==> config.mk <==
export PLATFORM = sky130hd
export DESIGN_NAME = layer_output_collector
export DESIGN_NICKNAME = d
export VERILOG_FILES = /design/src/rtl/layer_output_collector.sv
export SDC_FILE = /design/constraint.sdc
export NUM_CORES = 1
export LEC_CHECK = 0
export CAP_MARGIN = 10
export CORE_MARGIN = 2
export CORE_UTILIZATION = 46
export DETAILED_ROUTE_END_ITERATION = 10
export PLACE_DENSITY = 0.73
export SETUP_SLACK_MARGIN = 0.3
export SLEW_MARGIN = 20
export SYNTH_ARGS = -nofsm -noshare
export SYNTH_HDL_FRONTEND = slang
export SYNTH_SLANG_ARGS = --single-unit
export TNS_END_PERCENT = 100
==> constraint.sdc <==
create_clock -name i_clk -period 2.15 [get_ports i_clk]
set_clock_uncertainty 0.15 [all_clocks]
set_input_delay 0.5375 -clock i_clk [delete_from_list [all_inputs] [get_ports i_clk]]
set_output_delay 0.5375 -clock i_clk [all_outputs]
set_load 0.02 [all_outputs]
==> src/rtl/layer_output_collector.sv <==
// layer_output_collector: captures each neuron's activation on its valid rising edge, then streams the layer out in index order.
// Define LAYER_ARGMAX_EN to add a signed argmax over every streamed layer (o_argmax/o_argmax_valid).
module layer_output_collector #(
  parameter int NUM_NEURONS = 30,
  parameter int DATA_WIDTH = 16,
  parameter int OUT_LATENCY = 1,
  parameter int LAYER_ID = 0,
  localparam int IW = NUM_NEURONS > 1 ? $clog2(NUM_NEURONS) : 1
) (
  input  logic                              i_clk,
  input  logic                              i_reset_n,
  input  logic [NUM_NEURONS*DATA_WIDTH-1:0] i_act,
  input  logic [NUM_NEURONS-1:0]            i_act_valid,
  output logic [DATA_WIDTH-1:0]             o_data,
  output logic                              o_valid,
  input  logic                              i_ready,
  output logic [IW-1:0]                     o_index,
  output logic                              o_last,
  output logic [31:0]                       o_layer_id,
  output logic                              o_overrun
`ifdef LAYER_ARGMAX_EN
  ,
  output logic [IW-1:0]                     o_argmax,
  output logic                              o_argmax_valid
`endif
);
  localparam int PL = OUT_LATENCY > 0 ? OUT_LATENCY : 1;
  localparam logic [IW-1:0] LAST = IW'(NUM_NEURONS - 1);
  typedef enum logic {s_COLLECT, s_STREAM} state_t;
  state_t state;
  logic [NUM_NEURONS-1:0] prev, captured, rise, start, cap;
  logic [NUM_NEURONS-1:0] pend [PL];
  logic [DATA_WIDTH-1:0] act_buf [NUM_NEURONS];
  logic accept, done;
  assign rise = i_act_valid & ~prev;
  // Rises seen while streaming are overruns and never enter the delay line.
  assign start = state == s_COLLECT ? rise : '0;
  assign cap = state != s_COLLECT ? '0 : OUT_LATENCY == 0 ? rise : pend[PL-1];
  assign accept = o_valid & i_ready;
  assign done = accept & o_last;
  assign o_data = act_buf[o_index];
  assign o_last = o_valid & (o_index == LAST);
  assign o_layer_id = 32'(LAYER_ID);
  always_ff @(posedge i_clk or negedge i_reset_n)
    if (!i_reset_n) begin
      state <= s_COLLECT;
      prev <= '1;
      captured <= '0;
      o_valid <= 1'b0;
      o_index <= '0;
      o_overrun <= 1'b0;
      for (int k = 0; k < NUM_NEURONS; k++) act_buf[k] <= '0;
      for (int j = 0; j < PL; j++) pend[j] <= '0;
    end else begin
      prev <= i_act_valid;
      pend[0] <= start;
      for (int j = 1; j < PL; j++) pend[j] <= pend[j-1];
      for (int k = 0; k < NUM_NEURONS; k++)
        if (cap[k]) act_buf[k] <= i_act[k*DATA_WIDTH +: DATA_WIDTH];
      if (state == s_STREAM && |rise) o_overrun <= 1'b1;
      if (state == s_COLLECT) begin
        captured <= captured | cap;
        if (&captured) begin
          state <= s_STREAM;
          o_valid <= 1'b1;
          o_index <= '0;
        end
      end else if (done) begin
        state <= s_COLLECT;
        o_valid <= 1'b0;
        o_index <= '0;
        captured <= '0;
      end else if (accept) o_index <= o_index + 1'b1;
    end
`ifdef LAYER_ARGMAX_EN
  logic [DATA_WIDTH-1:0] best;
  logic [IW-1:0] best_idx;
  logic take;
  // Strict compare so ties keep the lower index.
  assign take = o_index == '0 || $signed(o_data) > $signed(best);
  always_ff @(posedge i_clk or negedge i_reset_n)
    if (!i_reset_n) begin
      best <= '0;
      best_idx <= '0;
      o_argmax <= '0;
      o_argmax_valid <= 1'b0;
    end else begin
      o_argmax_valid <= done;
      if (accept && take) begin
        best <= o_data;
        best_idx <= o_index;
      end
      if (done) o_argmax <= take ? o_index : best_idx;
    end
`endif
endmodule

# ---- Word level (Yosys, flattened, before mapping)
# Index checks and enable logic that the tools add are counted.
dict set report totals {
  regBits 578
  input_bits 513
  out_inout_bits 56
  word_cells 72
}
dict set report op_classes {
  addsub 1
  n_lt_le_gt_ge 1
  n_eq_ne 3
  muxes 17
  n_bitwise 7
  reduce_logical 6
}
# cell count
set ops {}
lappend ops {{two-way mux 30 bit} 4}
lappend ops {{binary-select mux 16 bit (select 5 bit)} 1}
lappend ops {{two-way mux 16 bit} 2}
lappend ops {{bitwise AND 30 bit} 1}
lappend ops {{inverter 30 bit} 1}
lappend ops {{bitwise OR 30 bit} 1}
lappend ops {{AND reduction 30 bit} 1}
lappend ops {{OR reduction 30 bit} 1}
lappend ops {{two-way mux 5 bit} 4}
lappend ops {{greater-or-equal comparator 6 bit (second input constant)} 1}
lappend ops {{two-way mux 1 bit} 6}
lappend ops {{inverter 5 -> 6 bit} 1}
lappend ops {{adder 5 x 1 -> 5 bit (second input constant)} 1}
lappend ops {{== test 5 bit (second input constant)} 1}
lappend ops {{AND reduction 2 bit} 2}
lappend ops {{bitwise AND 1 bit} 3}
lappend ops {{!= test 3 x 1 -> 1 bit (second input constant)} 1}
lappend ops {{!= test 2 x 1 -> 1 bit (second input constant)} 1}
lappend ops {{nonzero test 2 bit} 1}
lappend ops {{logical AND 1 bit} 1}

# ---- Logic depth before layout (Yosys ltp)
dict set report logic_depth {
  depth_word 5
  ltp_mapped 9
  depth_no_buf 7
}

# ---- Worst setup path before layout
# OpenSTA, ideal clock, no wires.
dict set report synth_timing {
  path_type {register to output}
  from {register o_index[0]}
  to {output o_data[10]}
  arrival_ps 1937
  t_required_ps 1462
  path_slack_ps -474
  stages_incl_launch_ff 6
  n_path_buf 2
  cell_sequence {dfrtp_1 > buf_4 > buf_2 > mux4_2 > a211oi_1 > a21oi_1}
}
dict set report synth_between {
  elab_chain_cells 4
}
# item line
set synth_rtl {}
lappend synth_rtl {{start, declared} 17} ;# output logic [IW-1:0] o_index,
lappend synth_rtl {{start signal, assigned} 73} ;# end else if (accept) o_index <= o_index + 1'b1;
lappend synth_rtl {{inverter 5 -> 6 bit (not written as such)} 41} ;# assign o_data = act_buf[o_index];
lappend synth_rtl {{binary-select mux 16 bit (select 5 bit)} 41}
lappend synth_rtl {{two-way mux 16 bit (not written as such) (2 in series)} 41}
lappend synth_rtl {{end, declared} 14} ;# output logic [DATA_WIDTH-1:0] o_data,
# Every way passes these cells. The select of a mux whose other input is x is not followed.

# ---- Final worst setup path
dict set report layout_timing {
  from {register o_index[0]}
  to {output o_data[3]}
}
# The elaborated chain is that of the path after synthesis.

==> run metrics <==
run status finished with violations; failing checks setup timing; CTS tree done; worst setup margin -1.26 ns; CTS Sinks about 580; CP max stage cell mux4_2; sw frac slightly below 30%; Fillers 3975; CP top delay family buffers and inverters; Worst Setup End Kind primary output; maximum buffer depth of the clock tree 3; clk slew on worst S/H paths 0.06 ns; RSZ-0062 raised after global routing yes; # H-tree levels 2; routed vias 17700; Tmin final ~3.4 ns; Worst Setup Path Type flop to primary output; CP max stage delay 0.55 ns; R2R Path End captured[7]; DRC Markers 0; area grow syn2layout 43.5%; antenna violations before repair 39; Final Total Pwr ~34 mW; GP Congestion approximately 0.92; Initial Util 46.6%; Nets between 2000 and 3000; Worst Path Required roughly 1.5 ns; combinational share of power about a third; Slew @ Worst Pin between 0.6 and 0.7 ns; DR iter-0 viols roughly 1200; dpl ws -0.945 ns; Power Dens Cells between 900 and 1000 mW/mm^2; Crit path arrival time between 2 and 3 ns; sequential element share of the synthesized area 56.5%; Tot GR Track Use between 20% and 30%; clk_lat worst skew between 0.6 and 0.7 ns; worst hold endpoint prev[9]; I/O Buffers 536; Core Area 0.0551 sq mm; die width between 200 and 250 um; GRT Residual Overflow 0; final hold slack ~0.2 ns; commonest non-fill, non-tap cells in the layout dfrtp_1 (541), clkdlybuf4s50_1 (511), mux2_2 (510); largest net degree at the start of global routing 110; fin util 66.9%; critical-path cell list buf_8 -> buf_12 -> buf_16 -> mux4_2 -> a211oi_2 -> buf_4 -> a21oi_4 -> buf_6; Final Cycle Share 159%; die area 0.0577 sq mm; Mapped Cells between 1500 and 2000; Max Clock Freq approximately 0.3 GHz; reg2reg setup slack -0.20 ns; placement row count 86; num ports 569; max-cap violation count 0; drt wl/cell roughly 26 um; HP Start i_act_valid[9]; Seq cells post-synth around 580; Num CTS Buffers 61; Hold Fails Final Rpt 0; worst r2r path cells 12; Yosys warning total 0; hold depth 1; Clk pwr share between 30% and 40%; crit start category flop; VDD IR max around 0.69 mV; mean number of vias per cell ~5.4; Final Max Tran Viols 0; Hold Path Class input pin to flop; Pre-Repair DR Iteration Count 5; Buf/Inv on CP 5; first-pass GRT wire length 124000 um; Lkg Pwr 17.2 nW; relative slew slack between 50% and 60%; vias in the first global route a little under 20000; Die Y 240 um; Yosys cell types 37; total negative slack -24.54 ns; layout cell share with drive strength beyond 1 between 40 and 50%; setup violators final between 50 and 60; crit path max fanout 6; Root Buffer Master clkbuf_16; leading cell type in the layout, fill and taps excluded dfrtp_1; Total Routed Length between 80000 and 90000 um; cell internal pwr roughly 24 mW; Critical R2R Launch o_index[0]; DP HPWL 64300 um; mapped cell area roughly 0.026 sq mm; sequential fraction of design power between 30% and 40%; Psw 10.1 mW; number of routed nets with antenna violations 0; Synth Area per Inst 14.9 sq um
layer usage:
layer  part of all wire, %  track usage, %
met5                  0.20               0
met2                    51            50.5
met4                   3.9            12.9
met1                    38            36.3
met3                   6.9            7.51
Yosys cell counts, drive strengths merged:
| cell type | count | share of area, % |
|---|---|---|
| nand4 | 12 | 0.29 |
| a211oi | 16 | 0.47 |
| nand4b | 1 | 0.093 |
| nand2 | 8 | 0.12 |
| buf | 126 | 3.1 |
| inv | 23 | 0.34 |
| nor2 | 41 | 0.60 |
| a2111oi | 1 | 0.034 |
| nor4 | 3 | 0.13 |
| dfrtp | 548 | 53 |
| a221oi | 1 | 0.034 |
| or2 | 18 | 0.45 |
| o21ai | 5 | 0.097 |
| nand2b | 41 | 1.0 |
| o31ai | 4 | 0.12 |
| nor2b | 32 | 0.78 |
| nor3 | 2 | 0.039 |
| a21oi | 32 | 0.62 |
| nand3 | 7 | 0.14 |
| mux2i | 64 | 2.5 |
| conb | 1 | 0.015 |
| dfstp | 30 | 3.1 |
| mux4 | 80 | 7.0 |
| o221ai | 16 | 0.55 |
| ha | 2 | 0.097 |
| and2b | 7 | 0.20 |
| clkbuf | 27 | 0.39 |
| a21o | 31 | 0.91 |
| a32oi | 1 | 0.063 |
| o22ai | 33 | 0.80 |
| mux2 | 512 | 22 |
| nor3b | 3 | 0.088 |
area by class of cell:
class                      count  area [sq um]  area share (%)
multi-input combinational   1005         10900            29.7
inverter                      23          86.3           0.234
clock inverter                20           264           0.717
timing repair buffer         773          8240            22.4
clock buffer                  90          1800            4.88
antenna                       24          60.1           0.163
tap                          748           936            2.54
sequential                   578         14500            39.4
flip-flops by register name, summed over array words and instances, names as in the netlist:
name and count:
act_buf 480, captured 30, pend 30, prev 30, o_index 5, o_overrun 1
o_valid 1, state 1
worst max-delay path by stage:
stage	startpoint	cells after the start	end	slack, ns
floorplan	o_index[0]	8	o_data[10]	-0.22
global placement	o_index[0]	9	o_data[10]	-0.94
detailed placement	o_index[0]	9	o_data[6]	-0.94
CTS	o_index[0]	8	o_data[3]	-1.29
global route	o_index[0]	8	o_data[15]	-1.31
finish	o_index[0]	8	o_data[3]	-1.26
per-stage QoR:
stage	instance area (sq um)	cells
final	36800	3261
after global routing	36800	3256
after CTS	36400	3222
after detailed placement	33400	3075
after global placement	33400	3075
after floorplan	26200	1759
timing repair:
action,CTS,global route
endpoints found under the setup margin,71,208
buffers inserted,29,13
cloned,7,2
hold buffers,1,0
pin swaps,29,16
gates resized for setup,183,44
endpoints found under the hold margin,84,0
kinds of logic after synthesis:
| group | after synthesis | share of synthesized area, % |
|---|---|---|
| AOI/OAI and AO/OA | 140 | 3.69 |
| adders and majority gates | 2 | 0.0974 |
| buffers and inverters | 176 | 3.83 |
| DFF | 578 | 56.5 |
| muxes | 656 | 32.0 |
| other | 1 | 0.0146 |
| and+or+nand+nor | 175 | 3.93 |
power groups by stage:
| stage | Sequential (mW) | Clock (mW) | Combinational (mW) |
|---|---|---|---|
| after CTS | 12.0 | 11.0 | 10.4 |
| after global placement | 12.2 | 0 | 8.67 |
| after global routing | 12.1 | 11.4 | 11.5 |
| final | 12.0 | 10.8 | 11.0 |
| after floorplan | 12.0 | 0 | 4.92 |
| after detailed placement | 12.2 | 0 | 8.77 |
Power figures use the tool's default switching activity.
